`config.mk`:
```
export PLATFORM = sky130hd
export DESIGN_NAME = mdu_seq_ctrl_flat
export DESIGN_NICKNAME = d
export VERILOG_FILES = /design/src/rtl/mdu_seq_ctrl_if.sv /design/src/rtl/mdu_seq_ctrl.sv /design/src/flat_wrapper.sv
export SDC_FILE = /design/constraint.sdc
export NUM_CORES = 1
export LEC_CHECK = 0
export CAP_MARGIN = 20
export CORE_MARGIN = 5
export CORE_UTILIZATION = 35
export CTS_BUF_LIST = sky130_fd_sc_hd__clkbuf_8
export DETAILED_ROUTE_END_ITERATION = 6
export PLACE_DENSITY = 0.52
export SKIP_CTS_REPAIR_TIMING = 1
export SLEW_MARGIN = 5
export SYNTH_ARGS = -nofsm -noshare
export SYNTH_HDL_FRONTEND = slang
export SYNTH_SLANG_ARGS = --single-unit
```
`constraint.sdc`:
```
create_clock -name clk_i -period 9.9 [get_ports clk_i]
set_input_delay 1.485 -clock clk_i [delete_from_list [all_inputs] [get_ports clk_i]]
set_output_delay 1.485 -clock clk_i [all_outputs]
set_load 0.005 [all_outputs]
```
`src/rtl/mdu_seq_ctrl_if.sv`:
```
// Request/response bundle between the pipeline and the multiply/divide sequencer.
// The master drives the request; the slave (sequencer) returns status and HI/LO.
interface mdu_seq_ctrl_if #(
    parameter int WIDTH = 32
) ();
    logic             start_i;
    logic [1:0]       op_i;
    logic [WIDTH-1:0] src1_i;
    logic [WIDTH-1:0] src2_i;
    logic             busy_o;
    logic             done_o;
    logic             dz_o;
    logic [WIDTH-1:0] hi_o;
    logic [WIDTH-1:0] lo_o;

    modport master (
        output start_i, op_i, src1_i, src2_i,
        input  busy_o, done_o, dz_o, hi_o, lo_o
    );

    modport slave (
        input  start_i, op_i, src1_i, src2_i,
        output busy_o, done_o, dz_o, hi_o, lo_o
    );
endinterface

```
`src/rtl/mdu_seq_ctrl.sv`:
```
// Iterative MULT/MULTU (and DIV/DIVU) sequencer with HI/LO result registers.
// Define MDU_DIV_EN to compile in the restoring divider and divide-by-zero flag.
module mdu_seq_ctrl #(
    parameter int WIDTH = 32
) (
    input  logic          clk_i,
    input  logic          rst_i,
    mdu_seq_ctrl_if.slave bus
);
    localparam int CW = (WIDTH > 1) ? $clog2(WIDTH) : 1;
    localparam logic [CW-1:0] CNT_LAST = CW'(WIDTH - 1);
    localparam logic [CW-1:0] CNT_ONE  = CW'(1);
`ifdef MDU_DIV_EN
    localparam int AW = WIDTH + 2;
`else
    localparam int AW = WIDTH + 1;
`endif

    typedef enum logic [1:0] {
        ST_IDLE = 2'd0,
        ST_CALC = 2'd1,
        ST_DONE = 2'd2
    } state_t;

    state_t             state_r;
    logic [CW-1:0]      cnt_r;
    logic               fin_r;
    logic               busy_r;
    logic               done_r;
    logic               dz_r;
    logic               neg_p_r;
    logic [WIDTH-1:0]   opb_r;
    logic [WIDTH-1:0]   hi_r;
    logic [WIDTH-1:0]   lo_r;
    logic [2*WIDTH-1:0] acc_r;
`ifdef MDU_DIV_EN
    logic               is_div_r;
    logic               neg_r_r;
    logic [WIDTH-1:0]   src1_r;
`endif

    logic               s1_s;
    logic               s2_s;
    logic [WIDTH-1:0]   a_mag_s;
    logic [WIDTH-1:0]   b_mag_s;
    logic [AW-1:0]      add_a_s;
    logic [AW-1:0]      add_b_s;
    logic [AW-1:0]      add_res_s;
    logic [2*WIDTH-1:0] acc_step_s;
    logic [2*WIDTH-1:0] prod_s;
    logic [WIDTH-1:0]   res_hi_s;
    logic [WIDTH-1:0]   res_lo_s;
    logic               res_dz_s;

    function automatic logic [WIDTH-1:0] cond_neg(input logic [WIDTH-1:0] v, input logic neg);
        logic [WIDTH-1:0] r;
        if (neg) begin
            r = ~v + {{(WIDTH-1){1'b0}}, 1'b1};
        end else begin
            r = v;
        end
        return r;
    endfunction

    function automatic logic [2*WIDTH-1:0] cond_neg2(input logic [2*WIDTH-1:0] v, input logic neg);
        logic [2*WIDTH-1:0] r;
        if (neg) begin
            r = ~v + {{(2*WIDTH-1){1'b0}}, 1'b1};
        end else begin
            r = v;
        end
        return r;
    endfunction

    // Operand magnitudes and signs captured at accept (signed ops only).
    always_comb begin
        s1_s    = bus.op_i[0] & bus.src1_i[WIDTH-1];
        s2_s    = bus.op_i[0] & bus.src2_i[WIDTH-1];
        a_mag_s = cond_neg(bus.src1_i, s1_s);
        b_mag_s = cond_neg(bus.src2_i, s2_s);
    end

    // One iteration step on the shared adder/subtractor.
    always_comb begin
        add_b_s    = {{(AW-WIDTH){1'b0}}, opb_r};
        add_a_s    = {{(AW-WIDTH){1'b0}}, acc_r[2*WIDTH-1:WIDTH]};
        add_res_s  = add_a_s + add_b_s;
        acc_step_s = {1'b0, acc_r[2*WIDTH-1:1]};
`ifdef MDU_DIV_EN
        if (is_div_r) begin
            // Trial subtract of the divisor from {remainder, next dividend bit}.
            add_a_s   = {1'b0, acc_r[2*WIDTH-1:WIDTH-1]};
            add_res_s = add_a_s - add_b_s;
            if (add_res_s[WIDTH+1]) begin
                acc_step_s = {acc_r[2*WIDTH-2:0], 1'b0};
            end else begin
                acc_step_s = {add_res_s[WIDTH-1:0], acc_r[WIDTH-2:0], 1'b1};
            end
        end else begin
`endif
            acc_step_s = acc_r[0] ? {add_res_s[WIDTH:0], acc_r[WIDTH-1:1]}
                                  : {1'b0, acc_r[2*WIDTH-1:1]};
`ifdef MDU_DIV_EN
        end
`endif
    end

    // Sign fix-up of the finished magnitude result into HI/LO form.
    always_comb begin
        prod_s   = cond_neg2(acc_r, neg_p_r);
        res_hi_s = prod_s[2*WIDTH-1:WIDTH];
        res_lo_s = prod_s[WIDTH-1:0];
        res_dz_s = 1'b0;
`ifdef MDU_DIV_EN
        if (is_div_r) begin
            if (opb_r == '0) begin
                res_hi_s = src1_r;
                res_lo_s = {WIDTH{1'b1}};
                res_dz_s = 1'b1;
            end else begin
                res_hi_s = cond_neg(acc_r[2*WIDTH-1:WIDTH], neg_r_r);
                res_lo_s = cond_neg(acc_r[WIDTH-1:0], neg_p_r);
                res_dz_s = 1'b0;
            end
        end else begin
            res_dz_s = 1'b0;
        end
`endif
    end

    // Control FSM, iteration registers and HI/LO result registers.
    always_ff @(posedge clk_i or negedge rst_i) begin
        if (!rst_i) begin
            state_r  <= ST_IDLE;
            cnt_r    <= '0;
            fin_r    <= 1'b0;
            busy_r   <= 1'b0;
            done_r   <= 1'b0;
            dz_r     <= 1'b0;
            neg_p_r  <= 1'b0;
            opb_r    <= '0;
            acc_r    <= '0;
            hi_r     <= '0;
            lo_r     <= '0;
`ifdef MDU_DIV_EN
            is_div_r <= 1'b0;
            neg_r_r  <= 1'b0;
            src1_r   <= '0;
`endif
        end else begin
            case (state_r)
                ST_IDLE: begin
                    done_r <= 1'b0;
                    if (bus.start_i) begin
                        busy_r  <= 1'b1;
                        dz_r    <= 1'b0;
                        cnt_r   <= '0;
                        fin_r   <= 1'b0;
                        opb_r   <= b_mag_s;
                        acc_r   <= {{WIDTH{1'b0}}, a_mag_s};
                        neg_p_r <= s1_s ^ s2_s;
`ifdef MDU_DIV_EN
                        is_div_r <= bus.op_i[1];
                        neg_r_r  <= s1_s;
                        src1_r   <= bus.src1_i;
                        state_r  <= ST_CALC;
`else
                        // Divide not built: finish at once and flag the op as unsupported.
                        if (bus.op_i[1]) begin
                            state_r <= ST_DONE;
                            done_r  <= 1'b1;
                            dz_r    <= 1'b1;
                        end else begin
                            state_r <= ST_CALC;
                        end
`endif
                    end else begin
                        busy_r <= 1'b0;
                    end
                end
                ST_CALC: begin
                    // WIDTH iterations, then one fix-up cycle that commits HI/LO.
                    if (!fin_r) begin
                        acc_r <= acc_step_s;
                        if (cnt_r == CNT_LAST) begin
                            fin_r <= 1'b1;
                        end else begin
                            cnt_r <= cnt_r + CNT_ONE;
                        end
                    end else begin
                        state_r <= ST_DONE;
                        done_r  <= 1'b1;
                        hi_r    <= res_hi_s;
                        lo_r    <= res_lo_s;
                        dz_r    <= res_dz_s;
                    end
                end
                ST_DONE: begin
                    state_r <= ST_IDLE;
                    busy_r  <= 1'b0;
                    done_r  <= 1'b0;
                end
                default: begin
                    state_r <= ST_IDLE;
                    busy_r  <= 1'b0;
                    done_r  <= 1'b0;
                end
            endcase
        end
    end

    assign bus.busy_o = busy_r;
    assign bus.done_o = done_r;
    assign bus.dz_o   = dz_r;
    assign bus.hi_o   = hi_r;
    assign bus.lo_o   = lo_r;
endmodule
```
`src/flat_wrapper.sv`:
```
// flat-port wrapper written by rule: the top's interface ports become plain ports
module mdu_seq_ctrl_flat 
#(
    parameter int WIDTH = 32
)
  (clk_i, rst_i, bus_start_i, bus_op_i, bus_src1_i, bus_src2_i, bus_busy_o, bus_done_o, bus_dz_o, bus_hi_o, bus_lo_o);
  mdu_seq_ctrl_if #(.WIDTH(WIDTH)) bus_i ();
  input  logic clk_i;
  input  logic rst_i;
  input wire logic [$bits(bus_i.start_i)-1:0] bus_start_i;
  input wire logic [$bits(bus_i.op_i)-1:0] bus_op_i;
  input wire logic [$bits(bus_i.src1_i)-1:0] bus_src1_i;
  input wire logic [$bits(bus_i.src2_i)-1:0] bus_src2_i;
  output wire logic [$bits(bus_i.busy_o)-1:0] bus_busy_o;
  output wire logic [$bits(bus_i.done_o)-1:0] bus_done_o;
  output wire logic [$bits(bus_i.dz_o)-1:0] bus_dz_o;
  output wire logic [$bits(bus_i.hi_o)-1:0] bus_hi_o;
  output wire logic [$bits(bus_i.lo_o)-1:0] bus_lo_o;
  assign bus_i.start_i = bus_start_i;
  assign bus_i.op_i = bus_op_i;
  assign bus_i.src1_i = bus_src1_i;
  assign bus_i.src2_i = bus_src2_i;
  assign bus_busy_o = bus_i.busy_o;
  assign bus_done_o = bus_i.done_o;
  assign bus_dz_o = bus_i.dz_o;
  assign bus_hi_o = bus_i.hi_o;
  assign bus_lo_o = bus_i.lo_o;
  mdu_seq_ctrl #(.WIDTH(WIDTH)) u_core (.clk_i(clk_i), .rst_i(rst_i), .bus(bus_i));
endmodule
```
==> reports/metrics.yaml, run 1 <==
sta:
  finalSetupTns_ns: 0
  post-route-period-util_pct: 43.1
  fin_skew_ns: 0.0216
  finalSetupViolCount: 0
  rsz0062_at_grt: "false"
  max_freq_ghz: 0.234
  maxSlewHeadroom_pct: 27.9
  finalHoldViolations: 0
  worstMarginPinSlew_ns: 1.08
  drv_slew: 0
  period_minus_slack_ns: 4.27
global_route:
  antenna_found_initial: 0
  grt_pass1_wl_um: 50700
  grt.total_usage_pct: 17.5
  grt_overflow_total: 0
  grt_pass1_vias: 9211
  grt_max_degree: 115
die:
  die_area_mm2: 0.0348
  start_util_pct: 35.6
  die_h_um: 187
  rows: 64
  die_x_um: 187
  io_pins: 136
  core_area_mm2: 0.0307
setup_path:
  crit_fanout: 5
  r2r_setup_slack_ns: 6.11
  path_cells: "clkdlybuf4s50_1 -> or4_1 -> or3_1 -> nor3_1 -> nor4b_1 -> a21oi_1 -> xnor2_1 -> nor2_1 -> a21oi_1 -> o21ai_0"
  slowest_delay_ns: 0.77
  end_kind: "flip-flop"
  required_ns: 10.25
  crit_arrival_ns: 4.62
  slowest_stage: "nor4b_1"
  timing_worst_setup_path_type: "in -> reg"
  crit_top_cell: "a21oi_1"
  crit_path_start_kind: "input pin"
yosys:
  synth_seq_area_share_pct: 39.4
  synth_nets: 1388
  ys_top_cells_by_count: "o21ai_0 (186), nand2_1 (185), dfrtp_1 (172)"
  async_reset_ff_share_pct: 100
  yosysTopAreaCell: "dfrtp_1"
  synth_cells: 1281
  synth_ff_type: "dfrtp_1"
  post-synth-top-count-cell: "o21ai_0"
  ys_seq_elements: 172
  yosysWarnings: 0
  synth-edff-count: 0
  avgSynthCellArea_um2: 8.52
  synthDominantCellAreaShare_pct: 39.4
  synth_area_leaders: "dfrtp_1 (39%), o21ai_0 (8.5%), xor2_1 (7.5%)"
  netlist_area_mm2: 0.0109
  ys_types: 67
final_layout:
  n_fill_cell: 3134
  fin_nets: 1483
  syn_to_final_growth_pct: 18.9
  drive_gt1_share_pct: 5.69
  n_antenna_cell: 0
  final_cell_area_mm2: 0.0130
clock_network:
  clock-sinks: 172
  cts.clk_slew.worst_paths_ns: 0.11
  root_buffer: "clkbuf_8"
  clkLatencyLatePin_ns: 0.48
  clk_path_buf_depth: 2
  cts_buffers: 17
  htreeDepth: 4
  cts_tree: "yes"
routing:
  wl_per_cell_um: 17.5
  num_vias: 9454
  wl_um: 31200
  route.detailed.drc: 0
  antenna_left: 0
  drtIter0Drc: 573
  first_pass_iters: 7
  vias_per_cell: 5.30
flow_run:
  drv_cap: 0
power_and_ir_drop:
  leakage_nw: 5.35
  p_per_area_mw_per_mm2: 266
  peakVddDrop_uv: 211
placed_design:
  placed_area_mm2: 0.0126
  port_buffers: 135
  hpwl_um: 23200
  gp_congestion: 0.862
status:
  status: "complete, no violations"
worst_hold_path:
  worstHoldPathType: "reg -> reg"
==> power by group <==
group | internal [W] | switching, W | total [W] | leakage (nW)
Combinational | 0.000712 | 0.00105 | 0.00177 | 2.90
Clock | 0.000187 | 0.000307 | 0.000494 | 0.193
Sequential | 0.000901 | 0.000290 | 0.00119 | 2.25
Total | 0.00180 | 0.00165 | 0.00345 | 5.35
==> registers in the layout (all words and copies together), names as in the netlist, 2 cells and up <==
signal / cells
u_core.acc_r: 64
u_core.bus.hi_o: 32
u_core.bus.lo_o: 32
u_core.cnt_r: 5
u_core.opb_r: 32
u_core.state_r: 2
==> cells by family after synthesis <==
| group | count (synthesis) | share of synthesized area [%] |
|---|---|---|
| AOI/OAI and AO/OA | 423 | 22.6 |
| xor gates and xnor gates | 145 | 11.6 |
| buffers and inverters | 88 | 3.29 |
| muxes | 11 | 1.02 |
| and+or+nand+nor | 404 | 17.6 |
| adders and majority gates | 38 | 4.42 |
| DFF | 172 | 39.4 |
==> cell usage in the layout, fill, tap and decap left out, drive strengths merged, types with 5 or more instances in the layout <==
cell,count
a21oi,94
a21o,13
mux2i,10
xnor2,52
clkdlybuf4s50,134
dfrtp,172
nand2b,10
and3,10
a22oi,15
ha,37
or2,7
and2,5
clkbuf,17
nor2b,5
nor2,78
or4,15
nand2,188
o21bai,7
inv,26
xor2,93
nor3,16
or3,18
buf,12
clkinv,6
o22ai,5
nand4,12
nor4,8
nand3,21
a31oi,13
o21ai,207
o31ai,27
o41ai,16
==> through the flow <==
step | total power (W) | hold WS, ns | utilization, % | cells | setup WS (ns)
after floorplan | 0.00244 | 0.450 | - | 1281 | 6.04
after global placement | 0.00295 | 0.464 | 41.0 | 1752 | 5.13
after global routing | 0.00376 | 0.515 | 42.3 | 1785 | 5.23
final | 0.00345 | 0.487 | 42.3 | 1785 | 5.63
after detailed placement | 0.00297 | 0.471 | 41.0 | 1752 | 5.10
after CTS | 0.00348 | 0.494 | 42.2 | 1784 | 5.63
==> layer usage <==
| layer | GRT usage (%) | share of wire (%) | vias up |
|---|---|---|---|
| met5 | 0 | 0 | - |
| met4 | 4.15 | 1.5 | 0 |
| met3 | 2.75 | 3.5 | 20 |
| met2 | 27.8 | 46 | 166 |
| met1 | 25.1 | 49 | 4510 |
| li1 | - | - | 4758 |
==> path summary, 6_finish.rpt <==
check	startpoint	to	cells past startpoint
setup / recovery	bus_src1_i[11]	u_core.acc_r[24]	10
hold / removal	u_core.bus.lo_o[19]	u_core.bus.lo_o[19]	2
setup reg to reg	u_core.acc_r[10]	u_core.bus.hi_o[31]	9
hold reg to reg	u_core.bus.lo_o[19]	u_core.bus.lo_o[19]	2
max in group asynchronous	rst_i	u_core.opb_r[22]	2
min in group asynchronous	rst_i	u_core.fin_r	1
==> critical path: cells and delay by family <==
family | cells | cell delay [ns]
buffers and inverters | 1 | 0.49
AND/OR/NAND/NOR | 5 | 2.08
XOR/XNOR | 1 | 0.17
AO/OA/AOI/OAI | 3 | 0.39
==> area by class of cell <==
cell class | instances | area, um2 | share of cell area [%]
multi-input cells | 1021 | 6280 | 48.4
inverters | 18 | 67.6 | 0.521
clock inverters | 15 | 149 | 1.15
repair buffers | 146 | 1450 | 11.2
well taps | 396 | 495 | 3.82
clock buffers | 17 | 234 | 1.80
flip-flops and latches | 172 | 4310 | 33.2
(Power assumes the default switching activity.)
==> run 2: changes to the inputs <==
--- a/config.mk
+++ b/config.mk
@@ -10,7 +10,7 @@
 export CORE_UTILIZATION = 35
 export CTS_BUF_LIST = sky130_fd_sc_hd__clkbuf_8
 export DETAILED_ROUTE_END_ITERATION = 6
-export PLACE_DENSITY = 0.52
+export PLACE_DENSITY = 0.54
 export SKIP_CTS_REPAIR_TIMING = 1
 export SLEW_MARGIN = 5
 export SYNTH_ARGS = -nofsm -noshare
==> constraint.sdc (replaced) <==
create_clock -name clk_i -period 3.42 [get_ports clk_i]
set_input_delay 0.513 -clock clk_i [delete_from_list [all_inputs] [get_ports clk_i]]
set_output_delay 0.513 -clock clk_i [all_outputs]
set_load 0.005 [all_outputs]
==> run 2 against run 1 <==
  * Combinational power increased to 3.1 times the previous value
  * First-iteration DRC count increased by 28%
  * Utilization up 1.1 points
  * Via count is 2.0% higher
  * Power rose to 3.0 times the previous value
  * Wire length grew 2.4%
  * Clock skew grew 0.0030 ns
  * Largest power group unchanged
==> reports/metrics.yaml, run 2 (synthesis gave the netlist of run 1 again) <==
placed_design:
  port_buffers: 135
  gp_congestion: 0.872
  hpwl_um: 24200
final_layout:
  drive_gt1_share_pct: 8.01
  largest_reg_flops: 64
  final_cell_mix: "o21ai_0 (186), nand2_1 (184), dfrtp_1 (171)"
  fin_nets: 1519
  syn_to_final_growth_pct: 22.0
  final_common_cell: "o21ai_0"
  n_antenna_cell: 0
  largest_register: "u_core.acc_r"
setup_path:
  timing_worst_setup_path_type: "reg -> reg"
  crit_fanout: 5
  r2r_end: "u_core.bus.hi_o[27]"
  slowest_delay_ns: 0.54
  cp-startpoint: "u_core.acc_r[11]"
  slowest_stage: "or4_1"
  worstReg2RegStart: "u_core.acc_r[11]"
  crit_path_start_kind: "flip-flop"
  crit_top_cell: "or4_4"
  crit_arrival_ns: 3.63
  crit_end: "u_core.bus.hi_o[27]"
  rr_worst_depth: 9
  end_kind: "flip-flop"
  path_cells: "or4_1 -> or4_4 -> nor2_2 -> nand2_2 -> or4_4 -> or4_4 -> o31ai_1 -> xor2_1 -> o21ai_1"
  r2r_setup_slack_ns: 0.14
  required_ns: 3.77
global_route:
  grt_overflow_total: 0
  grt_max_degree: 82
  antenna_found_initial: 0
  grt_pass1_wl_um: 51700
  grt_pass1_vias: 9254
  grt.total_usage_pct: 17.9
clock_network:
  cts_tree: "yes"
  clkLatencyLatePin_ns: 0.48
  htreeDepth: 4
  root_buffer: "clkbuf_8"
  clock-sinks: 172
  cts.clk_slew.worst_paths_ns: 0.11
  cts_buffers: 17
  clk_path_buf_depth: 2
sta:
  drv_slew: 0
  hold_ws_ns: 0.0906
  post-route-period-util_pct: 95.9
  finalSetupTns_ns: 0
  period_minus_slack_ns: 3.28
  maxSlewHeadroom_pct: 32.4
  worstMarginPinSlew_ns: 1.01
  rsz0062_at_grt: "false"
  fin_skew_ns: 0.0246
  finalSetupViolCount: 0
  finalHoldViolations: 0
  max_freq_ghz: 0.305
die:
  die_x_um: 187
  die_area_mm2: 0.0348
  rows: 64
  core_area_mm2: 0.0307
  start_util_pct: 35.6
  die_h_um: 187
  io_pins: 136
routing:
  wl_per_cell_um: 17.6
  route.detailed.drc: 0
  drtIter0Drc: 735
  num_vias: 9640
  wl_um: 31900
  first_pass_iters: 5
  antenna_left: 0
  vias_per_cell: 5.30
flow_run:
  drv_cap: 0
worst_hold_path:
  worstHoldPathType: "in -> async"
power_and_ir_drop:
  peakVddDrop_uv: 312
  switching_share_pct: 46.5
  p_per_area_mw_per_mm2: 780
  pwr-share-comb_pct: 52.1
  leakage_nw: 5.54
  p_sw_w: 0.00483
  pwr-share-seq_pct: 32.6
  clockPowerShare_pct: 15.3
  p_int_w: 0.00556
status:
  status: "complete, no violations"
[run 2: changes by cell type in the layout (fill, tap and decap cells not counted), moves of 2 or more]
cell | before | now
buf_4 | 10 | 43
buf_12 | 1 | 4
bufinv_16 | 0 | 3
clkinvlp_4 | 1 | 4
inv_6 | 5 | 2
clkinv_4 | 3 | 1
clkinv_8 | 2 | 0
[run 2: power by group through the flow]
| stage | Sequential, W | Clock (W) | Combinational, W |
|---|---|---|---|
| 2_1_floorplan | 0.00314 | 0 | 0.00392 |
| 3_5_place_dp | 0.00343 | 0 | 0.00541 |
| 4_1_cts | 0.00339 | 0.00162 | 0.00544 |
| 5_1_grt | 0.00348 | 0.00171 | 0.00611 |
| 6_report | 0.00338 | 0.00159 | 0.00541 |
| 3_3_place_gp | 0.00342 | 0 | 0.00538 |
[run 2: stage by stage]
step           instances  setup WS [ns]  util (%)  power, W  cell area [um2]
3_5_place_dp        1789          0.124      42.0   0.00884            12900
6_report            1820          0.141      43.4    0.0104            13300
4_1_cts             1820         0.0977      43.4    0.0104            13300
3_3_place_gp        1789          0.120      42.0   0.00881            12900
5_1_grt             1820         0.0241      43.4    0.0113            13300
2_1_floorplan       1281          0.156         -   0.00706            10900
[run 2: cell type report]
cell class	count	area [um2]
Clock inverter	14	184
Fill cell	3117	17400
Inverter	18	67.6
Sequential cell	172	4310
Timing Repair Buffer	182	1760
Tap cell	396	495
Multi-Input combinational cell	1021	6270
Clock buffer	17	234
[run 2: worst min-delay path by stage]
stage | from | to | cells past startpoint
after global placement | u_core.bus.lo_o[6] | u_core.bus.lo_o[6] | 2
after global routing | rst_i | u_core.cnt_r[1] | 1
after detailed placement | u_core.bus.lo_o[6] | u_core.bus.lo_o[6] | 2
final | rst_i | u_core.cnt_r[1] | 1
after CTS | rst_i | u_core.bus.busy_o | 1
after floorplan | rst_i | u_core.acc_r[0] | 0
[run 2: worst max-delay path, delay by kind of cell, from the launching register on]
kind	cells	cell delay, ns
and+or+nand+nor	6	2.21
DFF	1	0.43
AOI/OAI and AO/OA	2	0.33
xor gates and xnor gates	1	0.18
[run 2: per-layer routing]
| layer | global-route usage [%] | vias to the layer above | wire [um] |
|---|---|---|---|
| met5 | 0 | - | 0 |
| met4 | 4.90 | 0 | 583 |
| met3 | 2.58 | 31 | 1050 |
| met2 | 28.0 | 186 | 14600 |
| met1 | 26.1 | 4608 | 15800 |
| li1 | - | 4815 | - |
